==> src/rtl/vga_timing_pkg.sv <==
// VGA/VESA raster timing types, presets and helpers.
// Shared by the axis counter and the timer top.
package vga_timing_pkg;

  typedef struct packed {
    logic [15:0] active;
    logic [15:0] fp;
    logic [15:0] sync;
    logic [15:0] bp;
  } vga_axis_t;

  typedef struct packed {
    vga_axis_t h;
    vga_axis_t v;
    logic      hpol;
    logic      vpol;
  } vga_mode_t;

  typedef struct packed {
    logic hs;
    logic vs;
    logic vis;
  } vga_flags_t;

  localparam vga_mode_t VGA_640X480_60 = '{
    h: '{16'd640, 16'd16, 16'd96, 16'd48},
    v: '{16'd480, 16'd10, 16'd2, 16'd33},
    hpol: 1'b0,
    vpol: 1'b0
  };

  localparam vga_mode_t SVGA_800X600_60 = '{
    h: '{16'd800, 16'd40, 16'd128, 16'd88},
    v: '{16'd600, 16'd1, 16'd4, 16'd23},
    hpol: 1'b1,
    vpol: 1'b1
  };

  function automatic int unsigned total(vga_axis_t a);
    return int'(a.active) + int'(a.fp) + int'(a.sync) + int'(a.bp);
  endfunction

endpackage

==> src/rtl/vga_timer_param_axis.sv <==
// One raster axis: wrapping counter plus sync/active decode.
// Horizontal and vertical axes are both built from this.
module vga_axis_counter
  import vga_timing_pkg::*;
#(
  parameter vga_axis_t   AXIS = VGA_640X480_60.h,
  parameter int unsigned W    = 10
) (
  input  logic         clk_i,
  input  logic         rst_ni,
  input  logic         step_i,
  output logic [W-1:0] count,
  output logic         wrap,
  output logic         sync_active,
  output logic         active
);

  localparam int unsigned TOTAL = total(AXIS);
  localparam int unsigned S0_I  = int'(AXIS.active) + int'(AXIS.fp);
  localparam int unsigned S1_I  = S0_I + int'(AXIS.sync);

  localparam logic [W-1:0] LAST = W'(TOTAL - 1);
  localparam logic [W-1:0] ACT  = W'(int'(AXIS.active));
  localparam logic [W-1:0] S0   = W'(S0_I);
  localparam logic [W-1:0] S1   = W'(S1_I);

  always_ff @(posedge clk_i) begin
    if (!rst_ni) begin
      count <= '0;
    end else if (step_i) begin
      count <= wrap ? '0 : count + 1'b1;
    end
  end

  assign wrap        = (count == LAST);
  assign sync_active = (count >= S0) && (count < S1);
  assign active      = (count < ACT);

endmodule

==> src/rtl/vga_timer_param.sv <==
// Parametrised VGA raster timer with pixel enable, strobes,
// frame counter and optional sync/visible pipeline delay.
module vga_timer_param
  import vga_timing_pkg::*;
#(
  parameter int unsigned H_ACTIVE   = 640,
  parameter int unsigned H_FP       = 16,
  parameter int unsigned H_SYNC     = 96,
  parameter int unsigned H_BP       = 48,
  parameter int unsigned V_ACTIVE   = 480,
  parameter int unsigned V_FP       = 10,
  parameter int unsigned V_SYNC     = 2,
  parameter int unsigned V_BP       = 33,
  parameter bit          HSYNC_POL  = 1'b0,
  parameter bit          VSYNC_POL  = 1'b0,
  parameter int unsigned COORD_W    = 10,
  parameter int unsigned FRAME_W    = 8,
  parameter int unsigned PIPE_DELAY = 0
) (
  input  logic               clk_i,
  input  logic               rst_ni,
  input  logic               en_i,
  output logic               hsync_o,
  output logic               vsync_o,
  output logic               visible_o,
  output logic [COORD_W-1:0] position_x_o,
  output logic [COORD_W-1:0] position_y_o,
  output logic               line_start_o,
  output logic               frame_start_o,
  output logic [FRAME_W-1:0] frame_count_o
);

  localparam vga_axis_t H_AXIS = '{
    16'(H_ACTIVE), 16'(H_FP), 16'(H_SYNC), 16'(H_BP)};
  localparam vga_axis_t V_AXIS = '{
    16'(V_ACTIVE), 16'(V_FP), 16'(V_SYNC), 16'(V_BP)};

  localparam longint H_TOTAL = longint'(total(H_AXIS));
  localparam longint V_TOTAL = longint'(total(V_AXIS));
  localparam longint C_MAX   = longint'(1) << COORD_W;

  if (H_TOTAL > C_MAX || V_TOTAL > C_MAX ||
      H_ACTIVE == 0 || H_FP == 0 || H_SYNC == 0 ||
      H_BP == 0 || V_ACTIVE == 0 || V_FP == 0 ||
      V_SYNC == 0 || V_BP == 0 || COORD_W == 0 ||
      FRAME_W == 0 || PIPE_DELAY > 4) begin : g_bad
    $error("vga_timer_param: illegal parameters");
  end

  logic       h_wrap, h_sync, h_act;
  logic       v_wrap, v_sync, v_act;
  vga_flags_t raw, dly;

  vga_axis_counter #(.AXIS(H_AXIS), .W(COORD_W)) u_h (
    .clk_i       (clk_i),
    .rst_ni      (rst_ni),
    .step_i      (en_i),
    .count       (position_x_o),
    .wrap        (h_wrap),
    .sync_active (h_sync),
    .active      (h_act)
  );

  vga_axis_counter #(.AXIS(V_AXIS), .W(COORD_W)) u_v (
    .clk_i       (clk_i),
    .rst_ni      (rst_ni),
    .step_i      (en_i && h_wrap),
    .count       (position_y_o),
    .wrap        (v_wrap),
    .sync_active (v_sync),
    .active      (v_act)
  );

  always_ff @(posedge clk_i) begin
    if (!rst_ni) begin
      frame_count_o <= '0;
    end else if (en_i && h_wrap && v_wrap) begin
      frame_count_o <= frame_count_o + 1'b1;
    end
  end

  assign raw = '{hs: h_sync, vs: v_sync, vis: h_act && v_act};

  // Flags are stored as "active" bits so reset zeros mean inactive.
  if (PIPE_DELAY == 0) begin : g_nodly
    assign dly = raw;
  end else begin : g_dly
    vga_flags_t pipe [PIPE_DELAY];
    always_ff @(posedge clk_i) begin
      if (!rst_ni) begin
        for (int i = 0; i < int'(PIPE_DELAY); i++)
          pipe[i] <= '0;
      end else if (en_i) begin
        pipe[0] <= raw;
        for (int i = 1; i < int'(PIPE_DELAY); i++)
          pipe[i] <= pipe[i-1];
      end
    end
    assign dly = pipe[PIPE_DELAY-1];
  end

  assign hsync_o   = dly.hs ? HSYNC_POL : ~HSYNC_POL;
  assign vsync_o   = dly.vs ? VSYNC_POL : ~VSYNC_POL;
  assign visible_o = dly.vis;

  assign line_start_o  = en_i && (position_x_o == '0);
  assign frame_start_o = line_start_o && (position_y_o == '0);

endmodule

==> config.mk <==
export PLATFORM = sky130hd
export DESIGN_NAME = vga_timer_param
export DESIGN_NICKNAME = d
export VERILOG_FILES = /design/src/rtl/vga_timing_pkg.sv /design/src/rtl/vga_timer_param_axis.sv /design/src/rtl/vga_timer_param.sv
export SDC_FILE = /design/constraint.sdc
export NUM_CORES = 1
export LEC_CHECK = 0
export CORE_UTILIZATION = 53
export DETAILED_ROUTE_END_ITERATION = 8
export MAX_ROUTING_LAYER = met4
export PLACE_DENSITY = 0.84
export RECOVER_POWER = 25
export SYNTH_ARGS = -nofsm -noshare
export SYNTH_HDL_FRONTEND = slang
export SYNTH_SLANG_ARGS = --single-unit
==> constraint.sdc <==
create_clock -name clk_i -period 3.6 [get_ports clk_i]
set_input_delay 0.72 -clock clk_i [delete_from_list [all_inputs] [get_ports clk_i]]
set_output_delay 0.72 -clock clk_i [all_outputs]
set_load 0.02 [all_outputs]
=== Yosys cells after proc, flatten, opt, wreduce, memory -nomap -nowiden ===
Index checks and enable logic that the tools add are counted.

* Add/subtract/negate cells: 3
* $lt $le $gt $ge: 6
* Eq/ne operators: 2
* Muxes and demuxes: 4
* Reductions and logical operators: 9

{| class="wikitable"
|+ Operators with widths
! operator !! number
|-
| adder 10 x 1 -> 10 bit (second input constant) || 2
|-
| equality test 10 bit (second input constant) || 2
|-
| zero test 10 bit || 2
|-
| < comparator 10 bit (second input constant) || 2
|-
| < comparator 10 x 9 -> 1 bit (second input constant) || 2
|-
| 2-to-1 mux 10 bit || 2
|-
| greater-or-equal comparator 10 bit (second input constant) || 1
|-
| greater-or-equal comparator 10 x 9 -> 1 bit (second input constant) || 1
|-
| adder 8 x 1 -> 8 bit (second input constant) || 1
|-
| logical AND 1 bit || 7
|-
| 2-to-1 mux 1 bit || 2
|}

* Register bits: 28
* Bits of input ports: 3
* Output and inout port bits: 33

=== Longest topological paths before layout ===
* Depth in word-level cells: 3
* Gate-level depth with buffers: 7
* Depth with buffers taken out: 6

=== Cells and area by module ===
Synthesis repeated with hierarchy kept, for this count alone.

* Cell total of the unflattened synthesis: 170
* Area total of the unflattened synthesis: 1485.2 um^2

{| class="wikitable"
|+ By module, submodules not included
! module !! instances !! cells an instance !! area each (um^2) !! sequential area each (um^2)
|-
| vga_axis_counter (u_h) || 1 || 60 || 523.0 || 200.2
|-
| vga_axis_counter (u_v) || 1 || 59 || 518.0 || 200.2
|-
| vga_timer_param || 1 || 51 || 444.2 || 160.2
|}

=== Least setup slack after synthesis ===
No wires, ideal clock.

* Path kind: input port to output port
* Start: in en_i
* End: out frame_start_o
* Arrival: 1565 ps
* Required time: 2880 ps
* Slack: 1315 ps
* Stages: 3
* Path through: nor4b_1 and4_1 and4_1

* Cells in the longest elaborated chain, start to end: 2

{| class="wikitable"
|+ Ends and longest elaborated chain
! what !! RTL line !! text
|-
| start, declared || vga_timer_param.sv:22 || <nowiki>input logic en_i,</nowiki>
|-
| logical AND 1 bit || vga_timer_param.sv:106 || <nowiki>assign line_start_o = en_i && (position_x_o == '0);</nowiki>
|-
| named net line_start_o || vga_timer_param.sv:28 || <nowiki>output logic line_start_o,</nowiki>
|-
| logical AND 1 bit || vga_timer_param.sv:107 || <nowiki>assign frame_start_o = line_start_o && (position_y_o == '0);</nowiki>
|-
| end, declared || vga_timer_param.sv:29 || <nowiki>output logic frame_start_o,</nowiki>
|}

The timed path passes the listed nets, and every way through them passes these cells.

=== Final worst setup path ===
* Start: in en_i
* End: out frame_start_o

* Cells in the longest elaborated chain, start to end: 2

{| class="wikitable"
|+ Ends and longest elaborated chain
! what !! RTL line
|-
| logical AND 1 bit || vga_timer_param.sv:106
|-
| logical AND 1 bit || vga_timer_param.sv:107
|}

Every way passes these cells.

==> flow_summary.ini <==
[cts]
cts-buffers-inserted = 3
clock-sinks = 28
postCtsHoldBufs = 0
cts_resized = 0
clk_pin_slew_ps = 140
cts_setup_buffers = 0
cts_tree = yes
cts_max_path_buffers = 2
clock_latency_ps = 320
cts.htree.levels = 1
clock-root-buffer = clkbuf_4

[synth]
synth_edf_count = 0
synth_area_per_cell_um2 = 8.918
synth_warnings = 0
ys_seq_elements = 28
syn_nets = 181
ys.flop_type = dfxtp_1
netlist_area_um2 = 1543
async_reset_ff_share_pct = 0
syn_inst = 173
synthDistinctLibCells = 36
yosysSeqAreaShare_pct = 36.33

[layout]
nets = 216
final_common_cell = dfxtp_1
drive_gt1_share_pct = 6.763
diodes = 0
syn2layout_area_growth_pct = 24.74
final_cell_mix = 28 x dfxtp_1, 21 x clkdlybuf4s50_1, 15 x nor2_1, 15 x nand2_1
final_cells = 238

[worst_setup_path]
r2r-end = frame_count_o[3]$_SDFFE_PN0P_
crit_type = primary input to output port
cp.required_ps = 2880
reg2reg_from = u_h.count[0]$_SDFFE_PN0P_
r2r_slack_ps = 1540
start_kind = primary input
cp.arrival_ps = 2660
crit_fanout = 6
critPathCaptureType = output port
r2r_cells = 5

[die]
fp.dieW_um = 55.95
coreArea_um2 = 2758
fp-row-count = 19
fp.dieH_um = 55.95
io_pins = 36
initial_utilization_pct = 55.94
die-area_um2 = 3130

[sta]
rsz0062_at_grt = false
setup_violations = 0
hold_viol_final = 0
fin_skew_ps = 3.196
fin_setup_tns_ps = 0
min_period_ps = 3383
relSlewSlack_pct = 68.33
fmax_mhz = 295.6
drv_slew = 0
post-route-period-util_pct = 93.98
whs_ps = 487.3
worst_slew_pin_slew_ps = 475.0

[placement]
dpl.hpwl_um = 2404
finalWeightedCongestion = 0.7659
numPlacedInstances = 234
port_buffers = 35

[min_path]
hp-class = flop to flop
worstHoldStart = frame_count_o[7]$_SDFFE_PN0P_
min_to = frame_count_o[7]$_SDFFE_PN0P_
min_path_cells = 2

[drt]
viasPerCell = 6.004
drc = 0
drt_iter0_drc = 37
wl_um = 3226
ant_nets = 0
via_count = 1429
wl_per_cell_um = 13.55
dr.pass1.iters = 4

[flow_run]
maxCapViolCount = 0

[global_route]
grt_pass1_wl_um = 5568
antenna_found_initial = 0
gr-usage-all-layers_pct = 22.45
grt_max_degree = 16
grt_overflow = 0
grt_pass1_vias = 1288

[pwr]
p_per_area_nw_per_um2 = 261.0
power_uw = 502.2
irDropWorstVdd_v = 0.0002533
total_leakage_power_uw = 0.0006960

[run_status]
status = completed
-- per-stage QoR --
stage                     worst slack [ps]  utilization [%]  instance area (um2)
after global routing                 119.7            69.78                 1924
after global placement               314.7            68.47                 1888
final                                216.6            69.78                 1924
after CTS                            293.8            69.78                 1924
after detailed placement             305.3            68.47                 1888
after floorplan                       1315                -                 1543
-- synthesized netlist by cell type, types with 4 or more instances --
library cell / n / share of area, %
ha_1: 5 / 4.1
or4_1: 8 / 3.9
o31ai_1: 7 / 3.4
xor2_1: 7 / 4.0
and3_1: 6 / 2.4
and4_1: 6 / 3.4
inv_1: 6 / 1.5
nand4_1: 4 / 1.6
o21ai_0: 4 / 1.3
nor2_1: 15 / 3.6
a21oi_1: 14 / 4.5
dfxtp_1: 28 / 36
xnor2_1: 5 / 2.8
nand3_1: 8 / 2.6
nand2_1: 15 / 3.6
-- where the power goes --
| part | leakage, uW | switching (uW) | internal (uW) | total (uW) |
|---|---|---|---|---|
| clock network | 0.0000210 | 90.3 | 61.9 | 152 |
| registers | 0.000226 | 2.88 | 312 | 315 |
| logic | 0.000449 | 19.5 | 15.2 | 34.7 |
-- flip-flops by register name (all words and copies together) (netlist names) --
signal         flops
frame_count_o      8
u_h.count         10
u_v.count         10
-- critical path, cell delays in order --
cell	delay [ps]
dlygate4sd3_1	650
nor4b_1	240
and4_1	260
and4_1	190
clkdlybuf4s50_1	600
-- cell families (layout without fill, tap and decap cells) --
family	Yosys count	after routing	synth area share [%]
multiplexers	2	2	1.298
AND/OR/NAND/NOR	85	85	35.93
AO/OA/AOI/OAI	29	29	11.03
flip-flops	28	28	36.33
adder cells (fa/ha/maj)	5	5	4.055
XOR/XNOR	12	12	6.813
buffers and inverters	12	46	4.541
-- worst max path at each step --
stage / cells after the start / startpoint / to
2_1_floorplan: 3 / en_i / frame_start_o
3_3_place_gp: 5 / en_i / frame_start_o
3_5_place_dp: 5 / en_i / frame_start_o
4_1_cts: 5 / en_i / frame_start_o
5_1_grt: 5 / en_i / frame_start_o
6_report: 5 / en_i / frame_start_o
-- cell type report --
class / count / area [um2]
repair buffers: 35 / 350.3
clock buffers: 4 / 36.28
flip-flops and latches: 28 / 560.5
multi-input cells: 133 / 912.1
inverters: 7 / 26.28
well taps: 31 / 38.79
fillers: 218 / 833.3
-- per-layer routing --
| metal | global-route usage, % | share of wire [%] |
|---|---|---|
| met2 | 38.73 | 50 |
| met4 | 6.620 | 0.81 |
| met3 | 2.326 | 2.5 |
| met5 | - | 0 |
| met1 | 27.92 | 46 |
No activity file was read; power rests on OpenSTA's default activity.
